--- config.mk ---
export PLATFORM = sky130hd
export DESIGN_NAME = fare_bin2bcd_flat
export DESIGN_NICKNAME = d
export VERILOG_FILES = /design/src/rtl/fare_disp_pkg.sv /design/src/rtl/fare_bin2bcd_if.sv /design/src/rtl/bcd_add3.sv /design/src/rtl/fare_bin2bcd.sv /design/src/flat_wrapper.sv
export SDC_FILE = /design/constraint.sdc
export NUM_CORES = 1
export LEC_CHECK = 0
export ABC_AREA = 1
export ABC_CLOCK_PERIOD_IN_PS = 4700
export CAP_MARGIN = 20
export CORE_MARGIN = 5
export CORE_UTILIZATION = 50
export CTS_BUF_LIST = sky130_fd_sc_hd__clkbuf_2
export CTS_CLUSTER_DIAMETER = 150
export DETAILED_ROUTE_END_ITERATION = 8
export PLACE_DENSITY = 0.73
export SETUP_SLACK_MARGIN = 0.3
export SLEW_MARGIN = 20
export SYNTH_ARGS = -nofsm -noshare
export SYNTH_HDL_FRONTEND = slang
export SYNTH_SLANG_ARGS = --single-unit
--- constraint.sdc ---
create_clock -name sys_clk -period 4.7 [get_ports sys_clk]
set_clock_uncertainty 0.1 [all_clocks]
set_input_delay 1.41 -clock sys_clk [delete_from_list [all_inputs] [get_ports sys_clk]]
set_output_delay 1.41 -clock sys_clk [all_outputs]
set_load 0.01 [all_outputs]
--- src/rtl/fare_disp_pkg.sv ---
// Shared constants and state encoding for the fare display binary-to-BCD path.
package fare_disp_pkg;

  localparam int unsigned DIGITS  = 6;
  localparam int unsigned BCD_W   = 4 * DIGITS;
  localparam logic [19:0] BCD_MAX = 20'd999_999;

  typedef enum logic [1:0] {
    IDLE,
    SHIFT,
    DONE
  } state_e;

endpackage

--- src/rtl/fare_bin2bcd_if.sv ---
// Request/result bundle between the billing logic (master) and the BCD converter (slave).
interface fare_bin2bcd_if #(
  parameter int unsigned DATA_W = 20
);

  logic [DATA_W-1:0] data_in;
  logic              data_vld;
  logic              busy;
  logic              done;
  logic              ovf;
  logic [3:0]        unit;
  logic [3:0]        ten;
  logic [3:0]        hun;
  logic [3:0]        tho;
  logic [3:0]        t_tho;
  logic [3:0]        h_tho;
  logic              seg_on;

  modport master (
    output data_in, data_vld,
    input  busy, done, ovf, unit, ten, hun, tho, t_tho, h_tho, seg_on
  );

  modport slave (
    input  data_in, data_vld,
    output busy, done, ovf, unit, ten, hun, tho, t_tho, h_tho, seg_on
  );

endinterface

--- src/rtl/bcd_add3.sv ---
// Per-nibble shift-and-add-3 correction; never carries into the next nibble.
module bcd_add3 (
  input  logic [3:0] nib,
  output logic [3:0] corr
);

  always_comb begin
    corr = (nib >= 4'd5) ? nib + 4'd3 : nib;
  end

endmodule

--- src/rtl/fare_bin2bcd.sv ---
// Sequential shift-and-add-3 binary-to-BCD converter feeding the six-digit fare display.
// Optional feature: FARE_BCD_CLAMP_EN clamps inputs above 999_999 instead of rejecting them.
module fare_bin2bcd
  import fare_disp_pkg::*;
#(
  parameter int unsigned DATA_W = 20
) (
  input  logic            sys_clk,
  input  logic            sys_rst,
  fare_bin2bcd_if.slave   bus
);

  localparam int unsigned CNT_W = $clog2(DATA_W + 1);

  state_e                     state_q, state_d;
  logic [DATA_W-1:0]          bin_q, bin_d;
  logic [BCD_W-1:0]           bcd_q, bcd_d;
  logic [CNT_W-1:0]           cnt_q, cnt_d;
  logic [BCD_W-1:0]           dig_q, dig_d;
  logic                       done_q, done_d;
  logic                       ovf_q, ovf_d;
  logic                       seg_on_q, seg_on_d;
  logic                       clamp_q, clamp_d;

  logic [BCD_W-1:0]           bcd_adj;
  logic [BCD_W+DATA_W-1:0]    shifted;

  for (genvar i = 0; i < DIGITS; i++) begin : g_add3
    bcd_add3 u_add3 (
      .nib  (bcd_q[4*i +: 4]),
      .corr (bcd_adj[4*i +: 4])
    );
  end

  assign shifted = {bcd_adj, bin_q} << 1;

  always_ff @(posedge sys_clk) begin
    if (sys_rst) begin
      state_q  <= IDLE;
      bin_q    <= '0;
      bcd_q    <= '0;
      cnt_q    <= '0;
      dig_q    <= '0;
      done_q   <= 1'b0;
      ovf_q    <= 1'b0;
      seg_on_q <= 1'b0;
      clamp_q  <= 1'b0;
    end else begin
      state_q  <= state_d;
      bin_q    <= bin_d;
      bcd_q    <= bcd_d;
      cnt_q    <= cnt_d;
      dig_q    <= dig_d;
      done_q   <= done_d;
      ovf_q    <= ovf_d;
      seg_on_q <= seg_on_d;
      clamp_q  <= clamp_d;
    end
  end

  always_comb begin
    state_d  = state_q;
    bin_d    = bin_q;
    bcd_d    = bcd_q;
    cnt_d    = cnt_q;
    dig_d    = dig_q;
    done_d   = 1'b0;
    ovf_d    = 1'b0;
    seg_on_d = seg_on_q;
    clamp_d  = clamp_q;

    unique case (state_q)
      IDLE: begin
        if (bus.data_vld) begin
          if (bus.data_in > DATA_W'(BCD_MAX)) begin
`ifdef FARE_BCD_CLAMP_EN
            bin_d   = DATA_W'(BCD_MAX);
            clamp_d = 1'b1;
            bcd_d   = '0;
            cnt_d   = CNT_W'(DATA_W);
            state_d = SHIFT;
`else
            ovf_d   = 1'b1;
`endif
          end else begin
            bin_d   = bus.data_in;
            clamp_d = 1'b0;
            bcd_d   = '0;
            cnt_d   = CNT_W'(DATA_W);
            state_d = SHIFT;
          end
        end
      end
      SHIFT: begin
        bcd_d = shifted[BCD_W+DATA_W-1:DATA_W];
        bin_d = shifted[DATA_W-1:0];
        cnt_d = cnt_q - 1'b1;
        if (cnt_q == CNT_W'(1)) begin
          // Outputs take the final step's result directly so they are valid in the DONE cycle.
          state_d  = DONE;
          dig_d    = shifted[BCD_W+DATA_W-1:DATA_W];
          done_d   = 1'b1;
          ovf_d    = clamp_q;
          seg_on_d = 1'b1;
        end
      end
      DONE: begin
        state_d = IDLE;
      end
      default: begin
        state_d = IDLE;
      end
    endcase
  end

  assign bus.busy   = (state_q != IDLE);
  assign bus.done   = done_q;
  assign bus.ovf    = ovf_q;
  assign bus.seg_on = seg_on_q;
  assign bus.unit   = dig_q[3:0];
  assign bus.ten    = dig_q[7:4];
  assign bus.hun    = dig_q[11:8];
  assign bus.tho    = dig_q[15:12];
  assign bus.t_tho  = dig_q[19:16];
  assign bus.h_tho  = dig_q[23:20];

endmodule
--- src/flat_wrapper.sv ---
// flat-port wrapper written by rule: the top's interface ports become plain ports
module fare_bin2bcd_flat import fare_disp_pkg::*;
#(
  parameter int unsigned DATA_W = 20
)
  (sys_clk, sys_rst, bus_data_in, bus_data_vld, bus_busy, bus_done, bus_ovf, bus_unit, bus_ten, bus_hun, bus_tho, bus_t_tho, bus_h_tho, bus_seg_on);
  fare_bin2bcd_if #(.DATA_W(DATA_W)) bus_i ();
  input  logic sys_clk;
  input  logic sys_rst;
  input wire logic [$bits(bus_i.data_in)-1:0] bus_data_in;
  input wire logic [$bits(bus_i.data_vld)-1:0] bus_data_vld;
  output wire logic [$bits(bus_i.busy)-1:0] bus_busy;
  output wire logic [$bits(bus_i.done)-1:0] bus_done;
  output wire logic [$bits(bus_i.ovf)-1:0] bus_ovf;
  output wire logic [$bits(bus_i.unit)-1:0] bus_unit;
  output wire logic [$bits(bus_i.ten)-1:0] bus_ten;
  output wire logic [$bits(bus_i.hun)-1:0] bus_hun;
  output wire logic [$bits(bus_i.tho)-1:0] bus_tho;
  output wire logic [$bits(bus_i.t_tho)-1:0] bus_t_tho;
  output wire logic [$bits(bus_i.h_tho)-1:0] bus_h_tho;
  output wire logic [$bits(bus_i.seg_on)-1:0] bus_seg_on;
  assign bus_i.data_in = bus_data_in;
  assign bus_i.data_vld = bus_data_vld;
  assign bus_busy = bus_i.busy;
  assign bus_done = bus_i.done;
  assign bus_ovf = bus_i.ovf;
  assign bus_unit = bus_i.unit;
  assign bus_ten = bus_i.ten;
  assign bus_hun = bus_i.hun;
  assign bus_tho = bus_i.tho;
  assign bus_t_tho = bus_i.t_tho;
  assign bus_h_tho = bus_i.h_tho;
  assign bus_seg_on = bus_i.seg_on;
  fare_bin2bcd #(.DATA_W(DATA_W)) u_core (.sys_clk(sys_clk), .sys_rst(sys_rst), .bus(bus_i));
endmodule
### Word-level counts from Yosys, hierarchy flattened

Index checks and enable logic that the tools add are counted.

| word-level totals | value |
|---|---|
| register bits | 78 |
| input port bits | 23 |
| output and inout bits | 28 |
| logic and storage cells | 59 |

| operators by class | value |
|---|---|
| add/sub/neg operators | 7 |
| $lt $le $gt $ge | 7 |
| equal/unequal tests | 5 |
| muxes and demuxes | 21 |
| bitwise logic cells | 3 |
| reductions and logical operators | 8 |

Operators with widths:

| operator | count |
|---|---|
| $mux 24 | 2 |
| $pmux 24 s2 | 1 |
| $mux 20 | 2 |
| $pmux 20 s2 | 1 |
| $ge 4x3->1 const B | 6 |
| $add 4x2->4 const B | 5 |
| $gt 20x20->1 const B | 1 |
| $mux 4 | 5 |
| $mux 5 | 2 |
| $pmux 5 s2 | 1 |
| $mux 2 | 3 |
| $reduce_and 3->1 | 2 |
| $eq 5x1->1 const B | 1 |
| $sub 5x1->5 const B | 1 |
| $ne 2x2->1 const B | 2 |
| $pmux 2 s2 | 1 |
| $reduce_bool 2->1 | 2 |
| $add 3x2->3 const B | 1 |
| $mux 3 | 1 |
| $not 1->1 | 3 |
| $reduce_or 3->1 | 1 |
| $eq 2x1->1 const B | 1 |
| $logic_not 2->1 | 1 |
| $mux 1 | 2 |
| other kinds (3) | 3 |

### Longest topological paths before layout

Gate-level depths: netlist (run 1).

| depth | value |
|---|---|
| word-level depth | 4 |
| gate-level depth with buffers | 12 |
| gate-level depth less buffers | 11 |

### Hierarchy

Synthesis (run 1) repeated with hierarchy kept, for this count alone.

| second synthesis, totals | value |
|---|---|
| cells, all modules | 664 |
| area, all modules | 4431.8 sq um |

By module, submodules not included:

| module | instances | cells an instance | area an instance (sq um) | seq. area each (sq um) |
|---|---|---|---|---|
| fare_bin2bcd | 1 | 526 | 3621.0 | 1561.5 |
| bcd_add3 | 6 | 23 | 135.1 | 0.0 |

### Worst setup path after synthesis (run 1)

Ideal clock, no wire load.

| timing path | value |
|---|---|
| path type | input port to flip-flop |
| from | input bus_data_in[13] |
| to | register u_core.bin_q[14] |
| setup time | 115 ps |
| arrival time | 2323 ps |
| data required time | 4485 ps |
| setup slack | 2162 ps |
| stages | 10 |
| path buffers | 2 |
| cells stage by stage | nor2_1 nor2_1 o21ai_0 nand2_1 nand2_1 buf_2 buf_2 nand3b_1 nand2_1 nor2_1 |

| on the way | value |
|---|---|
| longest elaborated chain between the ends | 3 |

Ends and longest elaborated chain:

| item | RTL line | source |
|---|---|---|
| from (decl) | flat_wrapper.sv:10 | `input wire logic [$bits(bus_i.data_in)-1:0] bus_data_in;` |
| $gt 20x20->1 | fare_bin2bcd.sv:75 | `if (bus.data_in > DATA_W'(BCD_MAX)) begin` |
| $ne 2x2->1 (no line) | -- |  |
| $reduce_and 3->1 (no line) | -- |  |
| to (signal assigned) | fare_bin2bcd.sv:50 | `bin_q <= bin_d;` |
| to (decl) | fare_bin2bcd.sv:16 | `logic [DATA_W-1:0] bin_q, bin_d;` |

Every way passes these cells.
A chain may end at the register's enable or synchronous reset.

### Worst setup path after layout (run 1)

| timing path | value |
|---|---|
| from | register u_core.state_q[1] |
| to | output bus_busy |

| on the way | value |
|---|---|
| longest elaborated chain between the ends | 1 |

Ends and longest elaborated chain:

| item | RTL line | source |
|---|---|---|
| from (decl) | fare_bin2bcd.sv:15 | `state_e state_q, state_d;` |
| from (signal assigned) | fare_bin2bcd.sv:49 | `state_q <= state_d;` |
| $reduce_bool 2->1 | fare_bin2bcd.sv:116 | `assign bus.busy = (state_q != IDLE);` |
| to (decl) | flat_wrapper.sv:12 | `output wire logic [$bits(bus_i.busy)-1:0] bus_busy;` |

Every way passes these cells.

==> results of run 1 <==
-- worst reg2reg max path, delay by kind of cell (launching register included) --
kind	cells	cell delay (ns)
buf+inv	3	1.26
flops	1	0.40
simple gates	5	0.96
-- flip-flops by register name (all words and copies together) (netlist names) --
register,cells
u_core.bcd_q,24
u_core.cnt_q,5
u_core.bin_q,20
u_core.bus.done,1
u_core.dig_q,24
u_core.bus.ovf,1
u_core.bus.seg_on,1
u_core.state_q,2
-- per-layer routing --
layer | wire length (um) | up-vias
met1 | 4280 | 1802
li1 | - | 2062
met3 | 432 | 7
met2 | 4290 | 87
met4 | 87 | 0
met5 | 0 | -
-- per-stage QoR --
stage               cells  power [W]
floorplan             627    0.00175
global placement      749    0.00192
detailed placement    749    0.00196
CTS                   764    0.00231
global route          764    0.00253
finish                764    0.00230
-- worst max path at each step --
stage,to,start,slack (ns),depth (start not counted)
detailed placement,u_core.bcd_q[19],bus_data_in[13],1.16,10
global route,bus_busy,u_core.state_q[1],1.32,3
CTS,bus_busy,u_core.state_q[1],1.39,3
global placement,u_core.bcd_q[2],bus_data_in[19],1.26,12
floorplan,u_core.bin_q[14],bus_data_in[13],2.16,10
finish,bus_busy,u_core.state_q[1],1.42,3
-- kinds of logic after synthesis --
family                     synth area share
and+or+nand+nor                       0.372
buffers and inverters                0.0916
AOI/OAI and AO/OA                     0.103
DFF                                   0.378
adders and majority gates            0.0425
xor gates and xnor gates             0.0127
-- cells in the final DEF (no fill, tap or decap) --
master and count:
clkdlybuf4s50_1 50, nor2_4 1, ha_1 14, nand4_1 6, nor3_1 1, nand3_1 65
buf_12 2, clkinv_2 2, dfxtp_1 78, nand2_1 187, nand2_2 1, o21ai_0 30
xor2_1 6, bufinv_16 1, inv_1 47, o31ai_1 2, nor2_2 2, buf_4 3
a21oi_1 50, inv_2 3, or2_2 6, nor2_1 69, clkinvlp_4 1, nand3b_1 19
clkinv_1 1, o21ai_1 2, clkbuf_2 10
-- cell type report --
cell class | instances | area (um2)
Sequential cell | 78 | 1560
Timing Repair Buffer | 55 | 563
Fill cell | 764 | 3400
Multi-Input combinational cell | 461 | 2190
Tap cell | 105 | 131
Inverter | 50 | 188
Clock inverter | 5 | 51.3
Clock buffer | 10 | 50.0
-- power by group through the flow --
stage	Combinational (W)	Sequential, W	Clock, W
final	0.00104	0.000916	0.000344
after global routing	0.00121	0.000940	0.000380
after CTS	0.00104	0.000914	0.000352
after detailed placement	0.00104	0.000928	0
after global placement	0.00100	0.000925	0
after floorplan	0.000841	0.000904	0
==> out/results.tsv, run 1 <==
stage	metric	value	unit
logic_synthesis	Synth Warn #	0	
critical_path	CP endpoint kind	output port	
worst_hold_path	HP Start	u_core.bus.seg_on	
cts	buffer count from post-CTS setup fixing	0	
cells_and_area	share of layout cells above drive strength 1	0.0486	
critical_path	worst path bufs/invs	2	
critical_path	cell with the biggest individual delay on the critical path	clkdlybuf4s50_1	
worst_hold_path	Hold Path End	u_core.bus.seg_on	
detailed_routing	Starting DRT DRC Count	143	
critical_path	slowest cell delay on critical path	0.50	ns
detailed_routing	DRC violation count after routing	0	
placement	pre-CTS WS	1.16	ns
logic_synthesis	Synth async-reset ratio	0	
logic_synthesis	Yosys cell types	23	
logic_synthesis	top cell type's share of synthesized area	0.378	
floorplanning	core area	0.00813	mm2
floorplanning	row cnt	33	
timing	final hold vios	0	
detailed_routing	DRT antenna net count	0	
pwr	switching part of the total	0.425	
detailed_routing	via/cell ratio	5.18	
cells_and_area	final core utilization	0.582	
timing	final max-slew violation count	0	
timing	Final TNS setup	0	ns
global_route	global-route wire length before repair	15900	um
critical_path	r2r startpoint	u_core.state_q[1]	
logic_synthesis	top cell type by total area after synthesis	dfxtp_1	
critical_path	CP Max Fanout	3	
timing	final setup violation count	0	
pwr	Sw Pwr	0.000977	W
critical_path	path depth of the worst reg2reg path	8	
detailed_routing	First-pass DRT Iterations	4	
timing	worst hold slack	0.367	ns
cells_and_area	Ant. Diodes	0	
global_route	largest net degree at the start of global routing	76	
detailed_routing	drt wl/cell	11.9	um
pwr	Power Internal	0.00132	W
cts	worst-skew pair later-pin latency	0.50	ns
global_route	grt ovf	0	
timing	Tcrit/Tclk final	0.698	
global_route	initial antenna violation count	0	
logic_synthesis	Main synth FF type	dfxtp_1	
floorplanning	Starting Density	0.507	
pwr	Lkg Pwr	2.21	nW
timing	Worst Slack Setup Final	1.42	ns
job	max cap viols	0	
pwr	sequential power share	0.399	
pwr	Comb power frac	0.451	
logic_synthesis	Seq cells post-synth	78	
critical_path	Arrival @ worst endpoint	1.77	ns
critical_path	Critical R2R Capture	u_core.dig_q[5]	
cts	CTS tree	done	
floorplanning	total die area	0.0102	mm2
critical_path	Worst R2R Setup Slack	1.95	ns
cells_and_area	area grow syn2layout	14.8	%
logic_synthesis	largest cells by area after synthesis	dfxtp_1, nand2_1, nand3_1, nor2_1, a21oi_1	
placement	DP HPWL	6120	um
placement	routability cong.	0.823	
critical_path	critical path class	flop to output port	
floorplanning	die width	101	um
cells_and_area	nets	692	
floorplanning	Die Y	101	um
critical_path	Crit path required time	3.19	ns
cts	Clk pin slew, worst setup/hold paths	0.21	ns
cts	CTS Root Buffer Type	clkbuf_2	
critical_path	Worst Setup Start Kind	flop	
timing	Least-Margin Pin Slew	0.771	ns
pwr	PD cells	485	mW/mm2
worst_hold_path	Min-Delay Path Class	flop to flop	
global_route	grt met2 use	0.329	
placement	Port Buffers	50	
logic_synthesis	Gate Count Post-Synth	627	
cts	post-CTS resize count	0	
logic_synthesis	synth cell count leaders	nand2_1, dfxtp_1, nor2_1, nand3_1, a21oi_1	
cts	CTS Buf Count	9	
cts	Post-CTS Hold Buffers	0	
logic_synthesis	mean cell area of the mapped netlist	6.58	um2
floorplanning	number of I/O pins	51	
critical_path	CP cell instances	nor2_1 -> inv_2 -> clkdlybuf4s50_1	
timing	RSZ-0062 raised after global routing	false	
pwr	Worst IR Drop VDD	195	uV
global_route	GRT Total Usage	0.189	
logic_synthesis	Mapped Nets	664	
detailed_routing	Via Count	3958	
global_route	most crowded layer after global routing	met2	
cts	clk buf depth	2	
timing	fin crit period	3.28	ns
cts	Clock Sinks	78	
cts	H-Tree Depth	3	
detailed_routing	Routed WL	9100	um
global_route	met3 Resource Use GR	0.0298	
logic_synthesis	Mapped Area	0.00413	mm2
placement	area post-placement	0.00464	mm2
outcome	status	finished clean	
logic_synthesis	register area share after synthesis	0.378	
pwr	clock power share	0.150	
worst_hold_path	WHS Path Cells	2	
timing	fmax	305	MHz
logic_synthesis	Post-synth EDFFs	0	
global_route	met1 Use GR	0.234	
logic_synthesis	most common cell in the netlist	nand2_1	
timing	relative slew slack	0.485	
critical_path	Worst path top cell family by delay	buffers and inverters	
global_route	vias in the first global route	3678	
cells_and_area	Post-Layout Inst Area	0.00474	mm2
No activity file was read; power rests on OpenSTA's default activity.
==> run 2, diff against run 1 <==
--- a/config.mk
+++ b/config.mk
@@ -6,14 +6,14 @@
 export NUM_CORES = 1
 export LEC_CHECK = 0
 export ABC_AREA = 1
-export ABC_CLOCK_PERIOD_IN_PS = 4700
+export ABC_CLOCK_PERIOD_IN_PS = 2700
 export CAP_MARGIN = 20
 export CORE_MARGIN = 5
 export CORE_UTILIZATION = 50
 export CTS_BUF_LIST = sky130_fd_sc_hd__clkbuf_2
 export CTS_CLUSTER_DIAMETER = 150
 export DETAILED_ROUTE_END_ITERATION = 8
-export PLACE_DENSITY = 0.73
+export PLACE_DENSITY = 0.76
 export SETUP_SLACK_MARGIN = 0.3
 export SLEW_MARGIN = 20
 export SYNTH_ARGS = -nofsm -noshare
==> constraint.sdc (replaced) <==
create_clock -name sys_clk -period 2.7 [get_ports sys_clk]
set_clock_uncertainty 0.1 [all_clocks]
set_input_delay 0.81 -clock sys_clk [delete_from_list [all_inputs] [get_ports sys_clk]]
set_output_delay 0.81 -clock sys_clk [all_outputs]
set_load 0.01 [all_outputs]
==> out/results.tsv, run 2 (synthesis results as in run 1) <==
stage	metric	value	unit
cts	CTS tree	done	
cts	Clock Sinks	78	
detailed_routing	Starting DRT DRC Count	242	
cells_and_area	Storage cell area	0.00159	mm2
pwr	Comb power frac	0.470	
cells_and_area	share of layout cells above drive strength 1	0.100	
cts	worst-skew pair later-pin latency	0.51	ns
pwr	clock power share	0.124	
timing	RSZ-0062 raised after global routing	true	
pwr	Power Internal	0.00223	W
cells_and_area	Ant. Diodes	0	
pwr	PD cells	807	mW/mm2
global_route	global-route wire length before repair	16600	um
timing	Least-Margin Pin Slew	0.748	ns
timing	final hold vios	0	
cells_and_area	fin cells	775	
floorplanning	Die Y	101	um
cts	clk buf depth	2	
cells_and_area	area grow syn2layout	18.5	%
cts	Post-CTS Hold Buffers	0	
pwr	Lkg Pwr	2.57	nW
pwr	Worst IR Drop VDD	401	uV
cts	CTS Root Buffer Type	clkbuf_2	
timing	fin crit period	2.33	ns
cells_and_area	commonest non-fill, non-tap cell in the layout	nand2_1	
cells_and_area	area of the multi-input gates	0.00220	mm2
placement	DP HPWL	6550	um
detailed_routing	First-pass DRT Iterations	5	
floorplanning	number of I/O pins	51	
detailed_routing	via/cell ratio	5.18	
timing	Tcrit/Tclk final	0.864	
global_route	largest net degree at the start of global routing	47	
critical_path	cell with the biggest individual delay on the critical path	clkdlybuf4s50_1	
critical_path	worst path bufs/invs	1	
cells_and_area	largest registers	u_core.bcd_q: 24 flops, u_core.dig_q: 24 flops, u_core.bin_q: 20 flops	
pwr	sequential power share	0.406	
critical_path	Arrival @ worst endpoint	1.42	ns
floorplanning	row cnt	33	
timing	Final TNS setup	0	ns
pwr	Sw Pwr	0.00172	W
timing	relative slew slack	0.501	
detailed_routing	Via Count	4012	
placement	pre-CTS WS	0.169	ns
detailed_routing	DRT antenna net count	0	
global_route	initial antenna violation count	0	
critical_path	slowest cell delay on critical path	0.53	ns
floorplanning	total die area	0.0102	mm2
cells_and_area	commonest non-fill, non-tap cells in the layout	nand2_1, nor2_1, nand3_1, dfxtp_1, a21oi_1	
floorplanning	Starting Density	0.507	
floorplanning	die width	101	um
placement	placed insts	756	
critical_path	CP Max Fanout	2	
cts	Clk pin slew, worst setup/hold paths	0.21	ns
critical_path	CP cell instances	clkdlybuf4s50_1	
detailed_routing	Routed WL	9520	um
cts	H-Tree Depth	3	
timing	Worst Slack Setup Final	0.368	ns
timing	final setup violation count	0	
outcome	status	finished clean	
cells_and_area	fill count	788	
placement	routability cong.	0.833	
critical_path	Crit path required time	1.79	ns
critical_path	CP endpoint kind	output port	
critical_path	Worst Setup Start Kind	flop	
timing	final max-slew violation count	0	
global_route	grt ovf	0	
critical_path	Worst path top cell family by delay	buffers and inverters	
detailed_routing	drt wl/cell	12.3	um
job	max cap viols	0	
floorplanning	core area	0.00813	mm2
cts	CTS Buf Count	9	
detailed_routing	DRC violation count after routing	0	
global_route	vias in the first global route	3932	
cells_and_area	nets	704	
placement	Port Buffers	50	
global_route	GRT Total Usage	0.197	
timing	fmax	429	MHz
pwr	switching part of the total	0.435	
worst_hold_path	Min-Delay Path Class	flop to flop	
pwr	Tot Pwr	0.00395	W
critical_path	critical path class	flop to output port	
-- run 2: path summary, 6_finish.rpt --
check / start / end / slack, ns / cells past startpoint
max: u_core.dig_q[4] / bus_ten[0] / 0.37 / 1
min reg2reg: u_core.bus.seg_on / u_core.bus.seg_on / 0.37 / 2
min: u_core.bus.seg_on / u_core.bus.seg_on / 0.37 / 2
max reg2reg: u_core.cnt_q[1] / u_core.dig_q[21] / 0.80 / 7
-- run 2: timing repair --
action | in CTS | in global routing
setup endpoints to repair | 8 | 24
pin swaps | 0 | 1
buffers inserted | 0 | 5
gates cloned | 0 | 0
resized for setup | 12 | 32
endpoints found under the hold margin | 0 | 0
-- run 2: metal layers --
layer	track usage	share of wire	vias to the layer above
li1	-	-	2083
met1	0.237	0.45	1835
met2	0.346	0.49	85
met3	0.0471	0.054	9
met4	0.0570	0.0074	0
met5	0	0	-
-- run 2: layout make-up --
| cell class | instances | area share |
|---|---|---|
| Clock inverter | 5 | 0.00589 |
| Clock buffer | 9 | 0.00921 |
| Timing Repair Buffer | 67 | 0.144 |
| Multi-Input combinational cell | 461 | 0.450 |
| Sequential cell | 78 | 0.326 |
| Tap cell | 105 | 0.0269 |
| Inverter | 50 | 0.0384 |
-- run 2: through the flow --
| step | cell area, um2 | hold WS (ns) | utilization |
|---|---|---|---|
| 2_1_floorplan | 4130 | 0.339 | - |
| 3_3_place_gp | 4700 | 0.337 | 0.578 |
| 3_5_place_dp | 4700 | 0.357 | 0.578 |
| 4_1_cts | 4790 | 0.379 | 0.589 |
| 5_1_grt | 4890 | 0.406 | 0.601 |
| 6_report | 4890 | 0.373 | 0.601 |
-- run 2: power groups by stage --
stage | logic (W) | clock network [W] | registers, W
after floorplan | 0.00146 | 0 | 0.00157
after global placement | 0.00177 | 0 | 0.00161
after detailed placement | 0.00185 | 0 | 0.00162
after CTS | 0.00185 | 0.000511 | 0.00160
after global routing | 0.00215 | 0.000558 | 0.00164
final | 0.00186 | 0.000489 | 0.00160
==> run 3, diff against run 2 <==
--- a/config.mk
+++ b/config.mk
@@ -9,11 +9,11 @@
 export ABC_CLOCK_PERIOD_IN_PS = 2700
 export CAP_MARGIN = 20
 export CORE_MARGIN = 5
-export CORE_UTILIZATION = 50
+export CORE_UTILIZATION = 46
 export CTS_BUF_LIST = sky130_fd_sc_hd__clkbuf_2
 export CTS_CLUSTER_DIAMETER = 150
 export DETAILED_ROUTE_END_ITERATION = 8
-export PLACE_DENSITY = 0.76
+export PLACE_DENSITY = 0.71
 export SETUP_SLACK_MARGIN = 0.3
 export SLEW_MARGIN = 20
 export SYNTH_ARGS = -nofsm -noshare
==> out/results.tsv, run 3 (synthesis results as in run 1) <==
stage	metric	value	unit
placement	DP HPWL	6380	um
cts	Clk pin slew, worst setup/hold paths	0.20	ns
cells_and_area	commonest non-fill, non-tap cell in the layout	nand2_1	
critical_path	worst path bufs/invs	1	
cts	clk buf depth	2	
cells_and_area	Ant. Diodes	0	
global_route	GRT Total Usage	0.171	
cts	Clock Sinks	78	
cts	CTS Root Buffer Type	clkbuf_2	
critical_path	critical path class	flop to output port	
global_route	vias in the first global route	3676	
timing	final hold vios	0	
critical_path	path depth of the worst reg2reg path	7	
pwr	Sw Pwr	0.00173	W
timing	RSZ-0062 raised after global routing	false	
critical_path	CP endpoint kind	output port	
cells_and_area	largest registers	u_core.bcd_q: 24 flops, u_core.dig_q: 24 flops, u_core.bin_q: 20 flops	
cells_and_area	area grow syn2layout	18.1	%
job	max cap viols	0	
timing	final max-slew violation count	0	
detailed_routing	DRC violation count after routing	0	
placement	Port Buffers	50	
floorplanning	Starting Density	0.473	
critical_path	cell with the biggest individual delay on the critical path	clkdlybuf4s50_1	
floorplanning	number of I/O pins	51	
global_route	largest net degree at the start of global routing	47	
critical_path	CP cell instances	clkdlybuf4s50_1	
timing	relative slew slack	0.485	
outcome	status	finished clean	
worst_hold_path	Min-Delay Path Class	flop to flop	
detailed_routing	First-pass DRT Iterations	4	
detailed_routing	via/cell ratio	5.11	
timing	fin crit period	2.33	ns
cts	H-Tree Depth	3	
cts	worst-skew pair later-pin latency	0.51	ns
critical_path	Crit path depth	1	
critical_path	Worst path top cell family by delay	buffers and inverters	
global_route	grt ovf	0	
pwr	Comb power frac	0.453	
critical_path	slowest cell delay on critical path	0.54	ns
critical_path	Worst R2R Setup Slack	0.81	ns
timing	fmax	429	MHz
pwr	Worst IR Drop VDD	339	uV
detailed_routing	Via Count	3972	
pwr	Lkg Pwr	2.43	nW
critical_path	Arrival @ worst endpoint	1.42	ns
cts	Post-CTS Hold Buffers	0	
critical_path	CP Max Fanout	2	
pwr	switching part of the total	0.427	
pwr	sequential power share	0.395	
cells_and_area	commonest non-fill, non-tap cells in the layout	nand2_1, nor2_1, nand3_1, dfxtp_1, a21oi_1	
floorplanning	total die area	0.0110	mm2
timing	Least-Margin Pin Slew	0.772	ns
pwr	PD cells	832	mW/mm2
detailed_routing	drt wl/cell	12.2	um
cells_and_area	nets	701	
cells_and_area	share of layout cells above drive strength 1	0.0912	
cts	CTS tree	done	
timing	final setup violation count	0	
critical_path	Worst Setup Start Kind	flop	
cts	CTS Buf Count	9	
timing	Tcrit/Tclk final	0.863	
global_route	initial antenna violation count	0	
placement	routability cong.	0.856	
floorplanning	die width	105	um
floorplanning	core area	0.00872	mm2
pwr	Tot Pwr	0.00406	W
pwr	Power Internal	0.00232	W
global_route	global-route wire length before repair	16300	um
worst_hold_path	WHS Path Cells	2	
floorplanning	Die Y	105	um
detailed_routing	DRT antenna net count	0	
critical_path	Crit path required time	1.79	ns
floorplanning	row cnt	34	
pwr	clock power share	0.152	
detailed_routing	Starting DRT DRC Count	189	
timing	Final TNS setup	0	ns
detailed_routing	Routed WL	9450	um
[run 3: what timing repair did]
| item | in CTS | in global routing |
|---|---|---|
| pin swaps | 0 | 0 |
| setup endpoints to repair | 3 | 19 |
| resized for setup | 7 | 25 |
| setup buffers | 0 | 2 |
[run 3: per-stage QoR]
step                instances   util  hold slack, ns  setup slack (ns)  cell area (um2)
finish                    777  0.559           0.373             0.370             4870
global route              777  0.559           0.400             0.293             4870
CTS                       775  0.552           0.372             0.302             4810
detailed placement        759  0.538           0.344             0.163             4690
global placement          759  0.538           0.338             0.241             4690
floorplan                 627      -           0.339             0.762             4130
[run 3: power by group through the flow]
stage	combinational, W	sequential, W	clock (W)
after detailed placement	0.00184	0.00161	0
after floorplan	0.00146	0.00157	0
final	0.00184	0.00160	0.000616
after global placement	0.00178	0.00160	0
after CTS	0.00184	0.00160	0.000636
after global routing	0.00212	0.00163	0.000684
[run 3: worst reg2reg max path, cell delays in order, from the launching register on]
cell and delay, ns:
dfxtp_1 0.41, inv_1 0.07, ha_1 0.17, nand3_1 0.14, nor2_1 0.09, inv_1 0.57
nand2_1 0.12, a21oi_1 0.17
[run 3: routing by layer]
| layer | vias to the layer above | part of all wire | global-route usage |
|---|---|---|---|
| li1 | 2075 | - | - |
| met1 | 1790 | 0.48 | 0.222 |
| met2 | 92 | 0.46 | 0.284 |
| met3 | 15 | 0.043 | 0.0314 |
| met4 | 0 | 0.014 | 0.0594 |
| met5 | - | 0 | 0 |
[run 3: path summary, 6_finish.rpt]
| path | from | end |
|---|---|---|
| worst max-delay path | u_core.dig_q[0] | bus_unit[0] |
| worst min-delay path | u_core.bus.seg_on | u_core.bus.seg_on |
| worst max register to register | u_core.cnt_q[1] | u_core.dig_q[21] |
| worst min register to register | u_core.bus.seg_on | u_core.bus.seg_on |
[run 3: final cells by class]
cell class,count,area (um2)
multi-input cells,461,2200
well taps,108,135
inverters,50,188
repair buffers,64,652
clock buffers,9,45.0
fillers,875,3850
flip-flops and latches,78,1590
clock inverters,7,65.1
